===== config.mk =====
export PLATFORM = sky130hd
export DESIGN_NAME = alu_dst_writeback_flat
export DESIGN_NICKNAME = d
export VERILOG_FILES = /design/src/rtl/alu_dst_writeback_pkg.sv /design/src/rtl/alu_dst_writeback_if.sv /design/src/rtl/alu_dst_writeback_special_reg_bank.sv /design/src/rtl/alu_dst_writeback.sv /design/src/flat_wrapper.sv
export SDC_FILE = /design/constraint.sdc
export NUM_CORES = 1
export LEC_CHECK = 0
export CORE_MARGIN = 10
export CORE_UTILIZATION = 44
export CTS_CLUSTER_SIZE = 16
export DETAILED_ROUTE_END_ITERATION = 8
export PLACE_DENSITY = 0.79
export SETUP_SLACK_MARGIN = 0.4
export SLEW_MARGIN = 20
export SYNTH_ARGS = -nofsm -noshare
export SYNTH_HDL_FRONTEND = slang
export SYNTH_SLANG_ARGS = --single-unit

===== constraint.sdc =====
create_clock -name clk -period 2 [get_ports clk]
set_clock_uncertainty 0.1 [all_clocks]
set_input_delay 0.2 -clock clk [delete_from_list [all_inputs] [get_ports clk]]
set_output_delay 0.2 -clock clk [all_outputs]
set_load 0.05 [all_outputs]

===== src/rtl/alu_dst_writeback_pkg.sv =====
// Destination/source code constants shared by the writeback stage and the ALU source muxes.
// Register bank slot indices are also kept here so both sides agree.
package alu_dst_writeback_pkg;

    localparam int DATA_W = 16;

    typedef logic [7:0] alu_code_t;

    // NONE and ZERO share an encoding: "no destination" and "constant zero source".
    localparam alu_code_t CODE_NONE = 8'b0001_0000;
    localparam alu_code_t CODE_ZERO = 8'b0001_0000;
    localparam alu_code_t CODE_RX   = 8'b0000_0101;
    localparam alu_code_t CODE_IN   = 8'b0000_1000;
    localparam alu_code_t CODE_SP   = 8'b0000_1001;
    localparam alu_code_t CODE_T    = 8'b0000_1010;
    localparam alu_code_t CODE_PC   = 8'b0001_0011;
    // Immediate is a source-only code; as a destination it is illegal.
    localparam alu_code_t CODE_IMM  = 8'b0001_0001;

    localparam int NUM_SREGS = 3;
    localparam int SREG_SP   = 0;
    localparam int SREG_T    = 1;
    localparam int SREG_IH   = 2;

endpackage


===== src/rtl/alu_dst_writeback_if.sv =====
// Writeback bus: result/destination in from EX, strobes and special registers out.
interface alu_dst_writeback_if;
    import alu_dst_writeback_pkg::*;

    logic                wb_valid;
    logic                stall;
    logic                flush;
    alu_code_t           ALU_Dst;
    logic [2:0]          rd_addr;
    logic [DATA_W-1:0]   result;

    logic                reg_we;
    logic [2:0]          reg_waddr;
    logic [DATA_W-1:0]   reg_wdata;
    logic                pc_load;
    logic [DATA_W-1:0]   pc_target;
    logic [DATA_W-1:0]   data_SP;
    logic [DATA_W-1:0]   data_T;
    logic [DATA_W-1:0]   data_IN;
    logic                dst_err;
    logic                dst_err_sticky;

    modport master (
        output wb_valid, stall, flush, ALU_Dst, rd_addr, result,
        input  reg_we, reg_waddr, reg_wdata, pc_load, pc_target,
        input  data_SP, data_T, data_IN, dst_err, dst_err_sticky
    );

    modport slave (
        input  wb_valid, stall, flush, ALU_Dst, rd_addr, result,
        output reg_we, reg_waddr, reg_wdata, pc_load, pc_target,
        output data_SP, data_T, data_IN, dst_err, dst_err_sticky
    );

endinterface


===== src/rtl/alu_dst_writeback_special_reg_bank.sv =====
// SP/T/IH storage: one shared write data bus, per-register enables, per-register reset values.
module special_reg_bank #(
    parameter int NUM_REGS = 3,
    parameter int W        = 16,
    parameter logic [NUM_REGS-1:0][W-1:0] RST_VAL = '0
) (
    input  logic                         clk,
    input  logic                         rst,
    input  logic [NUM_REGS-1:0]          we,
    input  logic [W-1:0]                 wdata,
    output logic [NUM_REGS-1:0][W-1:0]   q
);

    for (genvar i = 0; i < NUM_REGS; i++) begin : g_reg
        always_ff @(posedge clk) begin
            if (rst)
                q[i] <= RST_VAL[i];
            else if (we[i])
                q[i] <= wdata;
        end
    end

endmodule


===== src/rtl/alu_dst_writeback.sv =====
// EX/WB destination stage: decodes ALU_Dst, updates SP/T/IH and issues registered
// one-cycle strobes for register-file writes, PC loads and illegal destinations.
module alu_dst_writeback
    import alu_dst_writeback_pkg::*;
#(
    parameter logic [15:0] SP_INIT = 16'hBF00,
    parameter int          WIDTH   = DATA_W
) (
    input  logic               clk,
    input  logic               rst,
    alu_dst_writeback_if.slave bus
);

    logic accept;
    logic sel_rx, sel_pc, sel_sp, sel_t, sel_in, illegal;

    logic             reg_we_q, pc_load_q, dst_err_q, sticky_q;
    logic [2:0]       reg_waddr_q;
    logic [WIDTH-1:0] reg_wdata_q, pc_target_q;

    logic [NUM_SREGS-1:0]            sreg_we;
    logic [NUM_SREGS-1:0][WIDTH-1:0] sreg_q;

    // Flush dominates stall and valid: a squashed slot never reaches state.
    assign accept = bus.wb_valid & ~bus.stall & ~bus.flush;

    always_comb begin
        sel_rx  = 1'b0;
        sel_pc  = 1'b0;
        sel_sp  = 1'b0;
        sel_t   = 1'b0;
        sel_in  = 1'b0;
        illegal = 1'b0;
        case (bus.ALU_Dst)
            CODE_NONE: ;
            CODE_RX:   sel_rx = 1'b1;
            CODE_PC:   sel_pc = 1'b1;
            CODE_SP:   sel_sp = 1'b1;
            CODE_T:    sel_t  = 1'b1;
            CODE_IN:   sel_in = 1'b1;
            default:   illegal = 1'b1;
        endcase
    end

    always_comb begin
        sreg_we          = '0;
        sreg_we[SREG_SP] = accept & sel_sp;
        sreg_we[SREG_T]  = accept & sel_t;
        sreg_we[SREG_IH] = accept & sel_in;
    end

    special_reg_bank #(
        .NUM_REGS (NUM_SREGS),
        .W        (WIDTH),
        .RST_VAL  ({WIDTH'(0), WIDTH'(0), WIDTH'(SP_INIT)})
    ) u_sregs (
        .clk   (clk),
        .rst   (rst),
        .we    (sreg_we),
        .wdata (bus.result),
        .q     (sreg_q)
    );

    // Strobes are recomputed every edge so a held (stalled) slot cannot repeat a pulse;
    // the address/data fields only move when their strobe fires.
    always_ff @(posedge clk) begin
        if (rst) begin
            reg_we_q    <= 1'b0;
            reg_waddr_q <= '0;
            reg_wdata_q <= '0;
            pc_load_q   <= 1'b0;
            pc_target_q <= '0;
            dst_err_q   <= 1'b0;
            sticky_q    <= 1'b0;
        end else begin
            reg_we_q  <= accept & sel_rx;
            pc_load_q <= accept & sel_pc;
            dst_err_q <= accept & illegal;
            if (accept & sel_rx) begin
                reg_waddr_q <= bus.rd_addr;
                reg_wdata_q <= bus.result;
            end
            if (accept & sel_pc)
                pc_target_q <= bus.result;
            if (accept & illegal)
                sticky_q <= 1'b1;
        end
    end

    assign bus.reg_we         = reg_we_q;
    assign bus.reg_waddr      = reg_waddr_q;
    assign bus.reg_wdata      = reg_wdata_q;
    assign bus.pc_load        = pc_load_q;
    assign bus.pc_target      = pc_target_q;
    assign bus.dst_err        = dst_err_q;
    assign bus.dst_err_sticky = sticky_q;
    assign bus.data_SP        = sreg_q[SREG_SP];
    assign bus.data_T         = sreg_q[SREG_T];
    assign bus.data_IN        = sreg_q[SREG_IH];

endmodule


===== src/flat_wrapper.sv =====
// flat-port wrapper written by rule: the top's interface ports become plain ports
module alu_dst_writeback_flat import alu_dst_writeback_pkg::*;
#(
    parameter logic [15:0] SP_INIT = 16'hBF00,
    parameter int          WIDTH   = DATA_W
)
  (clk, rst, bus_wb_valid, bus_stall, bus_flush, bus_ALU_Dst, bus_rd_addr, bus_result, bus_reg_we, bus_reg_waddr, bus_reg_wdata, bus_pc_load, bus_pc_target, bus_data_SP, bus_data_T, bus_data_IN, bus_dst_err, bus_dst_err_sticky);
  alu_dst_writeback_if bus_i ();
  input  logic clk;
  input  logic rst;
  input wire logic [$bits(bus_i.wb_valid)-1:0] bus_wb_valid;
  input wire logic [$bits(bus_i.stall)-1:0] bus_stall;
  input wire logic [$bits(bus_i.flush)-1:0] bus_flush;
  input wire logic [$bits(bus_i.ALU_Dst)-1:0] bus_ALU_Dst;
  input wire logic [$bits(bus_i.rd_addr)-1:0] bus_rd_addr;
  input wire logic [$bits(bus_i.result)-1:0] bus_result;
  output wire logic [$bits(bus_i.reg_we)-1:0] bus_reg_we;
  output wire logic [$bits(bus_i.reg_waddr)-1:0] bus_reg_waddr;
  output wire logic [$bits(bus_i.reg_wdata)-1:0] bus_reg_wdata;
  output wire logic [$bits(bus_i.pc_load)-1:0] bus_pc_load;
  output wire logic [$bits(bus_i.pc_target)-1:0] bus_pc_target;
  output wire logic [$bits(bus_i.data_SP)-1:0] bus_data_SP;
  output wire logic [$bits(bus_i.data_T)-1:0] bus_data_T;
  output wire logic [$bits(bus_i.data_IN)-1:0] bus_data_IN;
  output wire logic [$bits(bus_i.dst_err)-1:0] bus_dst_err;
  output wire logic [$bits(bus_i.dst_err_sticky)-1:0] bus_dst_err_sticky;
  assign bus_i.wb_valid = bus_wb_valid;
  assign bus_i.stall = bus_stall;
  assign bus_i.flush = bus_flush;
  assign bus_i.ALU_Dst = bus_ALU_Dst;
  assign bus_i.rd_addr = bus_rd_addr;
  assign bus_i.result = bus_result;
  assign bus_reg_we = bus_i.reg_we;
  assign bus_reg_waddr = bus_i.reg_waddr;
  assign bus_reg_wdata = bus_i.reg_wdata;
  assign bus_pc_load = bus_i.pc_load;
  assign bus_pc_target = bus_i.pc_target;
  assign bus_data_SP = bus_i.data_SP;
  assign bus_data_T = bus_i.data_T;
  assign bus_data_IN = bus_i.data_IN;
  assign bus_dst_err = bus_i.dst_err;
  assign bus_dst_err_sticky = bus_i.dst_err_sticky;
  alu_dst_writeback #(.SP_INIT(SP_INIT), .WIDTH(WIDTH)) u_core (.clk(clk), .rst(rst), .bus(bus_i));
endmodule

==> results.txt <==
status: finished, final reports clean
cts hold-fix bufs: 0
unrepaired setup endpoints after global routing: true
global-route wire length before repair: 14.9 mm
# DRC: 0
layout cells sized above 1: 13.2%
commonest non-fill, non-tap cells in the layout: dfxtp_1 (87), dlygate4sd2_1 (84), nand3b_1 (58), o21ai_0 (41), nor2_1 (29)
Initial DRC Count: 128
largest net degree at the start of global routing: 50
Crit path largest cell delay: 420 ps
Final Util: 67.5%
Via Count: 2833
Worst EP arrival: 1700 ps
CTS tree: yes
P per Cell Area: 700 mW/mm2
Max Fclk: 635 MHz
NumNets Final: 483
Yosys Warn Count: 0
vias per cell: 5.10
critical-path maximum fanout: 5
antenna violations before repair: 0
routed len/inst: 17.2 um
# H-tree levels: 3
pre-CTS setup slack: -186 ps
distinct cell type count after synthesis: 26
Worst slew margin: 63.2%
remaining antenna violation count after routing: 0
first drt pass iteration count: 4
total power: 3.45 mW
class of the worst hold path: in2reg
Final Cycle Share: 78.7%
min cycle time layout: 1570 ps
drt total wl: 9.57 mm
die area: 0.0114 mm2
min setup slack post-route: 426 ps
setup violators final: 0
P_leak: 2.12 nW
CTS Buffer Depth: 2
critical path's slowest cell: or3_4
grt ovf: 0
leading area contributor after synthesis: dfxtp_1
worst path bufs/invs: 4
DP Wirelength: 6.94 mm
Fill cells: 631
cell family with most CP delay: simple AND/OR/NAND/NOR gates
Clk Latency, worst-skew pair: 340 ps
Worst EP required: 2120 ps
Main synth FF type: dfxtp_1
root buf cell: clkbuf_8
I/O Buffers: 118
Starting Density: 45.3%
CTS Sinks: 87
final hold violation count: 0
Mapped Area: 0.00330 mm2
area grow syn2layout: 49.1%
Synth area leaders: dfxtp_1 (53%), nand3b_1 (13%), o21ai_0 (6.2%)
number of synthesized flops with an enable pin: 0
commonest non-fill, non-tap cell in the layout: dfxtp_1
type of origin of the critical path: input port
Peak VDD IR: 519 uV
worst slew pin tran: 555 ps
post-synthesis sequential area ratio: 52.7%
register bit total from synthesis: 87
Reg clk slew, reported paths: 80 ps
Crit path top cell by count: buf_12
share of the synthesized area in the top cell type: 52.7%
Post-Syn Nets: 363
Core Box Area: 0.00729 mm2
Slew Limit Fails: 0
vias in the first global route: 2815
IO Pins: 119
ys async rst share: 0%
mean area per synthesized cell: 9.98 um2
Mapped Cells: 331
FP Rows: 31
Sum Neg Setup Slack: 0 ps
Die W: 107 um
Worst Setup End Kind: register
Antenna Diode Count: 0
CP cell instances: clkdlybuf4s15_1 -> or3_4 -> nor4_4 -> buf_6 -> buf_12 -> buf_12 -> mux2i_1 -> nor2_1
gr usage total: 16.2%
chip height: 107 um
RePlAce Congestion: 0.845
Max-Cap Viols: 0
TritonCTS Buffers: 9
worst setup path class: in2reg
Min Hold Slack: 141 ps
## cell usage after synthesis, types with 2 or more instances
cell and n:
a21oi_1 7, buf_6 4, clkbuf_1 21, dfxtp_1 87, mux2i_1 19, nand2_1 3
nand2b_1 18, nand3b_1 58, nand4_1 3, nand4bb_1 2, nor2_1 29, nor2b_1 3
nor3_1 7, nor4_1 4, o21ai_0 41, o21ai_1 2, o21ai_2 14
## worst paths after layout
path                                               start                  endpoint  slack [ps]  cells after the start
worst max register to register      u_core.u_sregs.q[13]      u_core.u_sregs.q[13]        1240                      2
worst min-delay path                      bus_ALU_Dst[1]        u_core.bus.pc_load         140                      3
worst min register to register  u_core.bus.pc_target[15]  u_core.bus.pc_target[15]         390                      2
worst max-delay path                      bus_ALU_Dst[7]   u_core.bus.reg_wdata[1]         430                      8
## routing by layer
metal / share of wire [%] / wire (um) / track usage, %
met2: 48 / 4550 / 25.5
met5: 0 / 0 / 0
met3: 7.7 / 733 / 5.81
met1: 43 / 4160 / 19.9
met4: 1.3 / 125 / 6.00
## cells by family after synthesis
kind of cell / synth area share, %
simple gates: 25.5
flops: 52.7
compound gates: 11.6
buf+inv: 4.43
mux: 5.76
## repair_timing
| item | CTS | global route |
|---|---|---|
| setup buffers | 2 | 0 |
| gates resized for setup | 104 | 17 |
| pin swaps | 5 | 5 |
| endpoints found under the setup margin | 138 | 36 |
| cloned | 2 | 0 |
## flip-flops by register name, indices dropped and copies added, names as in the netlist
| name | cells |
|---|---|
| u_core.bus.dst_err | 1 |
| u_core.bus.dst_err_sticky | 1 |
| u_core.bus.pc_load | 1 |
| u_core.bus.pc_target | 16 |
| u_core.bus.reg_waddr | 3 |
| u_core.bus.reg_wdata | 16 |
| u_core.bus.reg_we | 1 |
| u_core.u_sregs.q | 48 |
## final cells by class
cell class / instances / area, um2 / area share (%)
timing repair buffer: 136 / 1340 / 27.3
sequential: 87 / 1740 / 35.4
clock buffer: 10 / 138 / 2.80
tap: 99 / 124 / 2.52
multi-input combinational: 217 / 1460 / 29.7
clock inverter: 6 / 115 / 2.34
## worst min-delay path, stage by stage
cell	delay [ps]
dlymetal6s2s_1	140
nand4b_1	130
nor4_1	60
## where the power goes
part / total (mW) / leakage, nW / internal, mW / switching, mW
clock: 1.50 / 0.123 / 0.871 / 0.633
combinational: 0.207 / 1.30 / 0.102 / 0.105
sequential: 1.74 / 0.701 / 1.73 / 0.00148
total: 3.45 / 2.12 / 2.71 / 0.740
## per-stage QoR
stage	instances	area, um2
2_1_floorplan	331	3300
3_3_place_gp	535	4660
3_5_place_dp	535	4660
4_1_cts	555	4900
5_1_grt	555	4920
6_report	555	4920
No activity file was read; power rests on OpenSTA's default activity.
